<file path="src/rtl/ps2_pkg.sv">
// Shared constants and types for the PS/2 keyboard front end:
// scan codes, frame-FSM state encoding and the queued-event layout.
package ps2_pkg;

  // Scan codes the decoder and direction map care about.
  localparam logic [7:0] SC_EXT   = 8'hE0;
  localparam logic [7:0] SC_BRK   = 8'hF0;
  localparam logic [7:0] SC_UP    = 8'h75;
  localparam logic [7:0] SC_DOWN  = 8'h72;
  localparam logic [7:0] SC_LEFT  = 8'h6B;
  localparam logic [7:0] SC_RIGHT = 8'h74;

  // Bit positions inside dir, order {up, down, left, right}.
  localparam int DIR_UP    = 3;
  localparam int DIR_DOWN  = 2;
  localparam int DIR_LEFT  = 1;
  localparam int DIR_RIGHT = 0;

  // Event layout: {ext, brk, code}, ext in the MSB.
  localparam int EV_CODE_W = 8;
  localparam int EV_W      = EV_CODE_W + 2;

  typedef struct packed {
    logic                 ext;
    logic                 brk;
    logic [EV_CODE_W-1:0] code;
  } ps2_ev_t;

  // Frame receiver states; one PS/2 frame is start, 8 data, parity, stop.
  typedef enum logic [1:0] {
    ST_IDLE   = 2'd0,
    ST_DATA   = 2'd1,
    ST_PARITY = 2'd2,
    ST_STOP   = 2'd3
  } frame_state_t;

endpackage

</file>
<file path="src/rtl/ps2_event_fifo.sv">
// First-word fall-through event queue. dout always shows the head entry
// (zero when empty). A push into a full queue is accepted only when a pop
// frees a slot on the same edge; a pop on an empty queue is ignored.
module ps2_event_fifo
  import ps2_pkg::*;
#(
  parameter int DEPTH = 4,
  parameter int W     = EV_W
) (
  input  logic         clk,
  input  logic         reset,
  input  logic         push,
  input  logic [W-1:0] din,
  input  logic         pop,
  output logic [W-1:0] dout,
  output logic         full,
  output logic         empty
);

  localparam int AW = (DEPTH > 1) ? $clog2(DEPTH) : 1;
  localparam logic [AW:0] FULL_CNT = (AW+1)'(DEPTH);

  logic [W-1:0]  mem [DEPTH];
  logic [AW-1:0] wr_ptr;
  logic [AW-1:0] rd_ptr;
  logic [AW:0]   count;
  logic          pop_ok;
  logic          push_ok;

  assign empty   = (count == '0);
  assign full    = (count == FULL_CNT);
  assign pop_ok  = pop && !empty;
  assign push_ok = push && (!full || pop_ok);
  assign dout    = empty ? '0 : mem[rd_ptr];

  // Pointer and occupancy bookkeeping; pointers wrap since DEPTH is 2^n.
  always_ff @(posedge clk) begin
    if (!reset) begin
      wr_ptr <= '0;
      rd_ptr <= '0;
      count  <= '0;
    end else begin
      if (push_ok) wr_ptr <= wr_ptr + AW'(1);
      if (pop_ok)  rd_ptr <= rd_ptr + AW'(1);
      case ({push_ok, pop_ok})
        2'b10:   count <= count + (AW+1)'(1);
        2'b01:   count <= count - (AW+1)'(1);
        default: count <= count;
      endcase
    end
  end

  // Storage write; contents need no reset because dout is masked when empty.
  always_ff @(posedge clk) begin
    if (push_ok) mem[wr_ptr] <= din;
  end

endmodule

</file>
<file path="src/rtl/ps2_key_ctrl.sv">
// PS/2 keyboard front end: pin synchronizers, 11-bit frame receiver with
// parity/stop/timeout checking, E0/F0 prefix decoder, held-arrow direction
// map and an event queue for the game logic.
//
// Event handshake: ev_valid is high whenever the queue holds an entry and
// ev_code/ev_ext/ev_break show that entry; the entry is consumed at the
// clk50 edge where ev_valid && ev_ready, and ev_ready without ev_valid
// has no effect. ev_valid never depends on ev_ready.
module ps2_key_ctrl
  import ps2_pkg::*;
#(
  parameter int TIMEOUT_CYC = 3000,
  parameter int FIFO_DEPTH  = 4
) (
  input  logic       clk50,
  input  logic       reset,
  input  logic       kclk,
  input  logic       kin,
  output logic       ev_valid,
  input  logic       ev_ready,
  output logic [7:0] ev_code,
  output logic       ev_ext,
  output logic       ev_break,
  output logic [3:0] dir,
  output logic       frame_err,
  output logic       overflow
);

  localparam int TW = $clog2(TIMEOUT_CYC + 1);
  localparam logic [TW-1:0] TO_LIMIT = TW'(TIMEOUT_CYC);

  // Conditioned pins.
  logic kclk_s1, kclk_s2, kclk_prev;
  logic kin_s1, kin_s2, kin_d;
  logic fall;

  // Frame receiver; frame_state is the FSM state seen by checkers.
  frame_state_t  frame_state;
  logic [2:0]    bit_cnt;
  logic [7:0]    shreg;
  logic          par_bit;
  logic [TW-1:0] idle_cnt;
  logic          byte_valid;
  logic [7:0]    byte_data;

  // Decoder.
  logic    ext_flag;
  logic    brk_flag;
  logic    dec_push;
  ps2_ev_t dec_ev;

  // Queue.
  logic [EV_W-1:0] fifo_dout;
  logic            fifo_full;
  logic            fifo_empty;
  ps2_ev_t         head;

  // Two-flop synchronizers plus an edge register; kin is delayed one more
  // flop so it lines up with the registered falling-edge strobe.
  always_ff @(posedge clk50) begin
    if (!reset) begin
      kclk_s1   <= 1'b1;
      kclk_s2   <= 1'b1;
      kclk_prev <= 1'b1;
      kin_s1    <= 1'b1;
      kin_s2    <= 1'b1;
      kin_d     <= 1'b1;
      fall      <= 1'b0;
    end else begin
      kclk_s1   <= kclk;
      kclk_s2   <= kclk_s1;
      kclk_prev <= kclk_s2;
      fall      <= kclk_prev & ~kclk_s2;
      kin_s1    <= kin;
      kin_s2    <= kin_s1;
      kin_d     <= kin_s2;
    end
  end

  // Frame FSM with inactivity timeout; advances only on kclk falling edges.
  always_ff @(posedge clk50) begin
    if (!reset) begin
      frame_state <= ST_IDLE;
      bit_cnt     <= '0;
      shreg       <= '0;
      par_bit     <= 1'b0;
      idle_cnt    <= '0;
      byte_valid  <= 1'b0;
      byte_data   <= '0;
      frame_err   <= 1'b0;
    end else begin
      byte_valid <= 1'b0;
      frame_err  <= 1'b0;
      if (fall) begin
        idle_cnt <= '0;
        case (frame_state)
          ST_IDLE: begin
            if (!kin_d) begin
              frame_state <= ST_DATA;
              bit_cnt     <= '0;
            end
          end
          ST_DATA: begin
            shreg <= {kin_d, shreg[7:1]};
            if (bit_cnt == 3'd7) frame_state <= ST_PARITY;
            else                 bit_cnt     <= bit_cnt + 3'd1;
          end
          ST_PARITY: begin
            par_bit     <= kin_d;
            frame_state <= ST_STOP;
          end
          ST_STOP: begin
            frame_state <= ST_IDLE;
            if ((^{shreg, par_bit}) && kin_d) begin
              byte_valid <= 1'b1;
              byte_data  <= shreg;
            end else begin
              frame_err <= 1'b1;
            end
          end
          default: frame_state <= ST_IDLE;
        endcase
      end else if (frame_state == ST_IDLE) begin
        idle_cnt <= '0;
      end else if (idle_cnt == TO_LIMIT) begin
        // Keyboard went quiet mid-frame: drop the partial byte.
        frame_state <= ST_IDLE;
        idle_cnt    <= '0;
        shreg       <= '0;
        frame_err   <= 1'b1;
      end else begin
        idle_cnt <= idle_cnt + TW'(1);
      end
    end
  end

  // Prefix decoder: E0/F0 arm flags, any other byte emits one event.
  always_ff @(posedge clk50) begin
    if (!reset) begin
      ext_flag <= 1'b0;
      brk_flag <= 1'b0;
      dec_push <= 1'b0;
      dec_ev   <= '0;
    end else begin
      dec_push <= 1'b0;
      if (byte_valid) begin
        if (byte_data == SC_EXT) begin
          ext_flag <= 1'b1;
        end else if (byte_data == SC_BRK) begin
          brk_flag <= 1'b1;
        end else begin
          dec_push <= 1'b1;
          dec_ev   <= '{ext: ext_flag, brk: brk_flag, code: byte_data};
          ext_flag <= 1'b0;
          brk_flag <= 1'b0;
        end
      end
    end
  end

  // Held-arrow map; tracks every decoded event, queued or dropped.
  always_ff @(posedge clk50) begin
    if (!reset) begin
      dir <= '0;
    end else if (dec_push && dec_ev.ext) begin
      case (dec_ev.code)
        SC_UP:    dir[DIR_UP]    <= !dec_ev.brk;
        SC_DOWN:  dir[DIR_DOWN]  <= !dec_ev.brk;
        SC_LEFT:  dir[DIR_LEFT]  <= !dec_ev.brk;
        SC_RIGHT: dir[DIR_RIGHT] <= !dec_ev.brk;
        default:  ;
      endcase
    end
  end

  // Drop strobe: a push meets a full queue that is not being popped.
  always_ff @(posedge clk50) begin
    if (!reset) overflow <= 1'b0;
    else        overflow <= dec_push && fifo_full && !(ev_ready && ev_valid);
  end

  ps2_event_fifo #(
    .DEPTH (FIFO_DEPTH),
    .W     (EV_W)
  ) u_fifo (
    .clk   (clk50),
    .reset (reset),
    .push  (dec_push),
    .din   (dec_ev),
    .pop   (ev_ready),
    .dout  (fifo_dout),
    .full  (fifo_full),
    .empty (fifo_empty)
  );

  assign head     = ps2_ev_t'(fifo_dout);
  assign ev_valid = !fifo_empty;
  assign ev_code  = head.code;
  assign ev_ext   = head.ext;
  assign ev_break = head.brk;

endmodule

</file>
<file path="config.mk">
export PLATFORM = sky130hd
export DESIGN_NAME = ps2_key_ctrl
export DESIGN_NICKNAME = d
export VERILOG_FILES = /design/src/rtl/ps2_pkg.sv /design/src/rtl/ps2_event_fifo.sv /design/src/rtl/ps2_key_ctrl.sv
export SDC_FILE = /design/constraint.sdc
export NUM_CORES = 1
export LEC_CHECK = 0
export ABC_AREA = 1
export CAP_MARGIN = 20
export CORE_AREA = 2 2 121 123
export DETAILED_ROUTE_END_ITERATION = 6
export DIE_AREA = 0 0 123 125
export GPL_ROUTABILITY_DRIVEN = 1
export PLACE_DENSITY = 0.51
export SLEW_MARGIN = 0
export SYNTH_ARGS = -nofsm -noshare
export SYNTH_HDL_FRONTEND = slang
export SYNTH_SLANG_ARGS = --single-unit
</file>
<file path="constraint.sdc">
create_clock -name clk50 -period 2 [get_ports clk50]
set_input_delay 0.3 -clock clk50 [delete_from_list [all_inputs] [get_ports clk50]]
set_output_delay 0.3 -clock clk50 [all_outputs]
set_load 0.01 [all_outputs]
</file>
Word-level counts from Yosys, hierarchy flattened:

Memories as Yosys holds them, arrays and structs flattened. A register that Yosys moved wholly into a read port is not among the register bits.
Index checks and enable logic that the tools add are counted.
Widths: inputs -> output; s select.

* register bits after elaboration: 68
* bits in writable memories: 40
* bits of input ports: 5
* word-level logic and storage cells: 123
* memories: 1

Memories
* u_fifo.mem: depth 4, bits a word 10, read ports 1, clocked after memory_dff 1, write ports 1, RTL line ps2_event_fifo.sv:23 `logic [W-1:0] mem [DEPTH];`

* add/sub/neg operators: 6
* equality and inequality tests: 20
* multiplexer cells: 29
* bitwise logic cells: 6
* reductions and logical operators: 32

Operators with widths (number)
* $eq 8x7->1 const B: 4
* $mux 8: 4
* $eq 8x8->1 const B: 2
* $mux 2: 7
* $reduce_and 2->1: 7
* $add 12x1->12 const B: 1
* $eq 12x12->1 const B: 1
* $mux 1: 12
* $pmux 3 s2: 2
* $reduce_and 3->1: 4
* $mux 10: 1
* $reduce_xor 9->1: 1
* $ne 2x2->1 const B: 4
* $pmux 2 s4: 1
* $reduce_and 4->1: 2
* $add 3x1->3 const B: 2
* $eq 2x2->1 const B: 3
* $eq 3x3->1 const B: 2
* $logic_and 1x1->1: 6
* $mux 3: 2
* $reduce_bool 2->1: 3
* $not 1->1: 5
* $add 2x1->2 const B: 2
* $eq 2x1->1 const B: 2
* 10 further kinds: 13

Logic depth before layout (Yosys ltp):

* word-level depth: 7
* depth in mapped cells: 13

Cells and area by module:

A second synthesis with hierarchy kept.

* cell total of the unflattened synthesis: 566
* area total of the unflattened synthesis: 4810.9 sq um

Modules (own cells, without submodules)
* ps2_key_ctrl: instances 1, cells each 374, area each 2713.9 sq um
* ps2_event_fifo: instances 1, cells each 192, area each 2097.0 sq um

Worst setup path before layout:

No wires, ideal clock.

* path type: flip-flop to flip-flop
* start: register u_fifo.count[2]
* end: memory u_fifo.mem[0][0] in the netlist's numbering (enable)
* data arrival time: 1.215 ns
* data required time: 1.624 ns
* setup slack: 0.408 ns
* stages on the path, launching flop included: 7
* path buffers: 0
* period minus slack after synthesis: 1.592 ns
* cells stage by stage: dfxtp_1 -> inv_1 -> nand2_2 -> nand2_2 -> nand3_1 -> nand2_2 -> nor2_1

* cells in the longest elaborated chain, start to end: 7
* elaborated cells between the ends (all ways): 9

Ends and longest elaborated chain
* from (decl): RTL line ps2_event_fifo.sv:26 `logic [AW:0] count;`
* from (signal assigned): RTL line ps2_event_fifo.sv:46 `2'b10: count <= count + (AW+1)'(1);`
* from (signal assigned): RTL line ps2_event_fifo.sv:47 `2'b01: count <= count - (AW+1)'(1);`
* from (signal assigned): RTL line ps2_event_fifo.sv:48 `default: count <= count;`
* $logic_not 3->1: RTL line ps2_event_fifo.sv:30 `assign empty = (count == '0);`
* $logic_not 1->1
* named net ev_valid: RTL line ps2_key_ctrl.sv:19 `output logic ev_valid,`
* $logic_and 1x1->1: RTL line ps2_event_fifo.sv:32 `assign pop_ok = pop && !empty;`
* $logic_or 1x1->1: RTL line ps2_event_fifo.sv:33 `assign push_ok = push && (!full || pop_ok);`
* $logic_and 1x1->1: RTL line ps2_event_fifo.sv:33
* $mux 1: RTL line ps2_event_fifo.sv:55 `if (push_ok) mem[wr_ptr] <= din;`
* $mux 1 (implied by the code): RTL line ps2_event_fifo.sv:55
* to (decl): RTL line ps2_event_fifo.sv:23

The timed path passes the listed nets, and every way through them passes these cells.

==> flow_summary.json <==
{
  "status": "complete, no violations",
  "cts.htree.levels": 3,
  "hpwl_mm": 6.69,
  "crit_fanout": 12,
  "die_area_sq_mm": 0.0154,
  "vias": 3641,
  "avgRoutedWirePerCell_um": 12.2,
  "grt_usage_pct": 13.1,
  "gp_congestion": 0.755,
  "diodes": 0,
  "cts.sinks": 110,
  "final_core_util_pct": 39.7,
  "min_path_cells": 2,
  "leakage_nw": 2.19,
  "fp.dieW_um": 123,
  "tritoncts": "built",
  "synth.net_count": 584,
  "power_mw": 5.18,
  "timing.setup.tns_ns": 0,
  "place_area_sq_mm": 0.00533,
  "syn-instance-count": 566,
  "path_class": "reg -> out",
  "r2r_cells": 8,
  "clockBufferDepth": 2,
  "row_count": 44,
  "worstHoldPathType": "reg -> reg",
  "grt_remaining_overflow": 0,
  "path_clk_slew_ns": 0.07,
  "ys_seq_area_share_pct": 53.8,
  "vias_per_cell": 4.63,
  "synth_cell_type_count": 36,
  "period_share_pct": 96.5,
  "async_flop_share_pct": 0,
  "area_growth_pct": 16.6,
  "ant_nets": 0,
  "drtIter0Drc": 177,
  "fin_skew_ns": 0.00667,
  "crit_arrival_ns": 1.63,
  "clock_latency_ns": 0.35,
  "grt_pass1_wl_mm": 16.0,
  "synth_compound_area_share_pct": 8.90,
  "report.final.slew_viol_count": 0,
  "min_to": "fall",
  "synth_area_sq_mm": 0.00484,
  "die_h_um": 125,
  "synth-adder-area-share_pct": 3.52,
  "ys.flop_type": "dfxtp_1",
  "multi_input_comb_area_sq_mm": 0.00187,
  "report.final.setup_viol": 0,
  "maxCapViolCount": 0,
  "rsz0062_at_grt": "yes",
  "ir_worst_vdd_mv": 0.546,
  "ys_seq_elements": 110,
  "start_util_pct": 34.1,
  "synthMuxAreaShare_pct": 0,
  "timing.rr.start": "frame_state[1]",
  "slew_headroom_pct": 65.4,
  "fin_crit_ns": 1.93,
  "yosys.area_share.simple_pct": 24.4,
  "cts_setup_buffers": 0,
  "fillers": 1440,
  "ios": 22,
  "synth_edf_count": 40,
  "crit_path_end_kind": "output pin",
  "max_freq_ghz": 0.518,
  "reg2reg_slack_ns": 0.33,
  "worst_ep_required_time_ns": 1.70,
  "totalWireLength_mm": 9.56,
  "antenna_found_initial": 0,
  "hp-start": "kclk_prev",
  "root_buffer": "clkbuf_16",
  "finalHoldViolations": 0,
  "synth_warnings": 0,
  "io_buffers": 21,
  "core_area_sq_mm": 0.0142,
  "grt_max_degree": 22,
  "dr.pass1.iters": 4,
  "final_cell_area_sq_mm": 0.00564,
  "worstMarginPinSlew_ns": 0.514,
  "drive_above_1_share_pct": 11.1,
  "synth_top_family_by_area": "simple AND/OR/NAND/NOR gates",
  "grt_pass1_vias": 3547,
  "seq_area_sq_mm": 0.00261,
  "p_per_area_mw_per_mm2": 918,
  "avgSynthCellArea_sq_um": 8.55,
  "numCtsBuffers": 9,
  "synth_xor_xnor_area_share_pct": 1.78,
  "drcViolationCount": 0,
  "layout.nets": 615,
  "worstSetupStartpointType": "flop",
  "rr_endpoint": "bit_cnt[1]",
  "worst_hold_slack_ns": 0.410
}
==> synthesized netlist by cell type, types with 7 or more instances <==
cell type / number / area, sq um
or2_2: 7 / 43.8
o21ai_0: 33 / 165
inv_1: 66 / 248
nor2_1: 77 / 289
clkbuf_1: 14 / 52.6
dfxtp_1: 70 / 1400
a21oi_1: 41 / 205
nand2_1: 92 / 345
nand3_1: 43 / 215
edfxtp_1: 40 / 1200
nand4_1: 13 / 81.3
ha_1: 12 / 150
nand2_2: 8 / 50.1
==> sequential cells by signal, summed over array words and instances, names as in the netlist, 2 cells and up, named ones only <==
register / cells
idle_cnt: 12
u_fifo.mem: 40
dir: 4
u_fifo.rd_ptr: 2
shreg: 8
u_fifo.count: 3
byte_data: 8
dec_ev: 10
frame_state: 2
u_fifo.wr_ptr: 2
bit_cnt: 3
==> stage by stage <==
step           std cells  worst slack, ns
3_5_place_dp         769            0.100
6_report             786           0.0693
3_3_place_gp         769            0.154
5_1_grt              786         -0.00452
4_1_cts              785           0.0101
2_1_floorplan        566            0.408
==> layout make-up <==
class / count / area share [%]
multi-input cells: 365 / 33.2
repair buffers: 41 / 6.48
inverters: 70 / 4.72
clock buffers: 10 / 4.06
flip-flops and latches: 110 / 46.2
clock inverters: 6 / 1.24
well taps: 184 / 4.08
==> cell families after synthesis <==
logic type               count (synthesis)
flip-flops                             110
adder cells (fa/ha/maj)                 13
XOR/XNOR                                 9
AND/OR/NAND/NOR                        261
AO/OA/AOI/OAI                           82
buffers and inverters                   91
==> power breakdown <==
group | internal [mW] | switching [mW]
Clock | 0.983 | 0.821
Combinational | 0.418 | 0.560
Sequential | 2.35 | 0.0413
==> cells in the final DEF (no fill, tap or decap), types with 3 or more instances in the layout <==
| master | synthesis | final |
|---|---|---|
| ha_1 | 12 | 12 |
| clkbuf_2 | 0 | 4 |
| xor2_1 | 4 | 4 |
| nor2_1 | 77 | 77 |
| o21ai_0 | 33 | 23 |
| nor2_2 | 3 | 3 |
| dlygate4sd2_1 | 0 | 4 |
| o21ai_1 | 0 | 9 |
| dfxtp_1 | 70 | 69 |
| clkbuf_16 | 0 | 10 |
| a21oi_1 | 41 | 41 |
| nand2_2 | 8 | 8 |
| nand2_1 | 92 | 92 |
| edfxtp_1 | 40 | 40 |
| xnor2_1 | 4 | 4 |
| inv_1 | 66 | 66 |
| buf_4 | 3 | 18 |
| or2_2 | 7 | 7 |
| nor3_1 | 6 | 6 |
| nand4_1 | 13 | 13 |
| clkdlybuf4s50_1 | 0 | 11 |
| nand3_1 | 43 | 43 |
| nor3b_1 | 6 | 6 |
==> metal layers <==
| metal | wire length, um | up-vias | GRT usage, % |
|---|---|---|---|
| met1 | 4320 | 1643 | 15.2 |
| met2 | 4620 | 66 | 22.6 |
| met3 | 406 | 23 | 4.29 |
| met5 | 0 | - | 0 |
| met4 | 211 | 0 | 4.01 |
| li1 | - | 1909 | - |
==> worst max-delay path: stages (launching register included) <==
cell and delay [ns]:
dfxtp_4 0.38, buf_12 0.14, inv_1 0.05, buf_4 0.17, o21ai_0 0.16, a21oi_1 0.08
dlygate4sd2_1 0.28
==> repair_timing <==
item                       CTS  global route
gates cloned                 0             1
hold buffers                 0             0
resized for setup           11            23
setup endpoints to repair   10            10
pin swaps                    0             0
==> worst max-delay path by stage <==
stage,start,end,depth (start not counted),slack [ns]
3_5_place_dp,ev_ready,u_fifo.count[1],8,0.10
4_1_cts,flop,ev_code[2],6,0.01
5_1_grt,flop,ev_code[0],6,-0.005
2_1_floorplan,u_fifo.count[2],u_fifo.mem[0][0],6,0.41
3_3_place_gp,ev_ready,u_fifo.count[1],8,0.15
6_report,flop,ev_break,6,0.07
No activity file was read; power rests on OpenSTA's default activity.
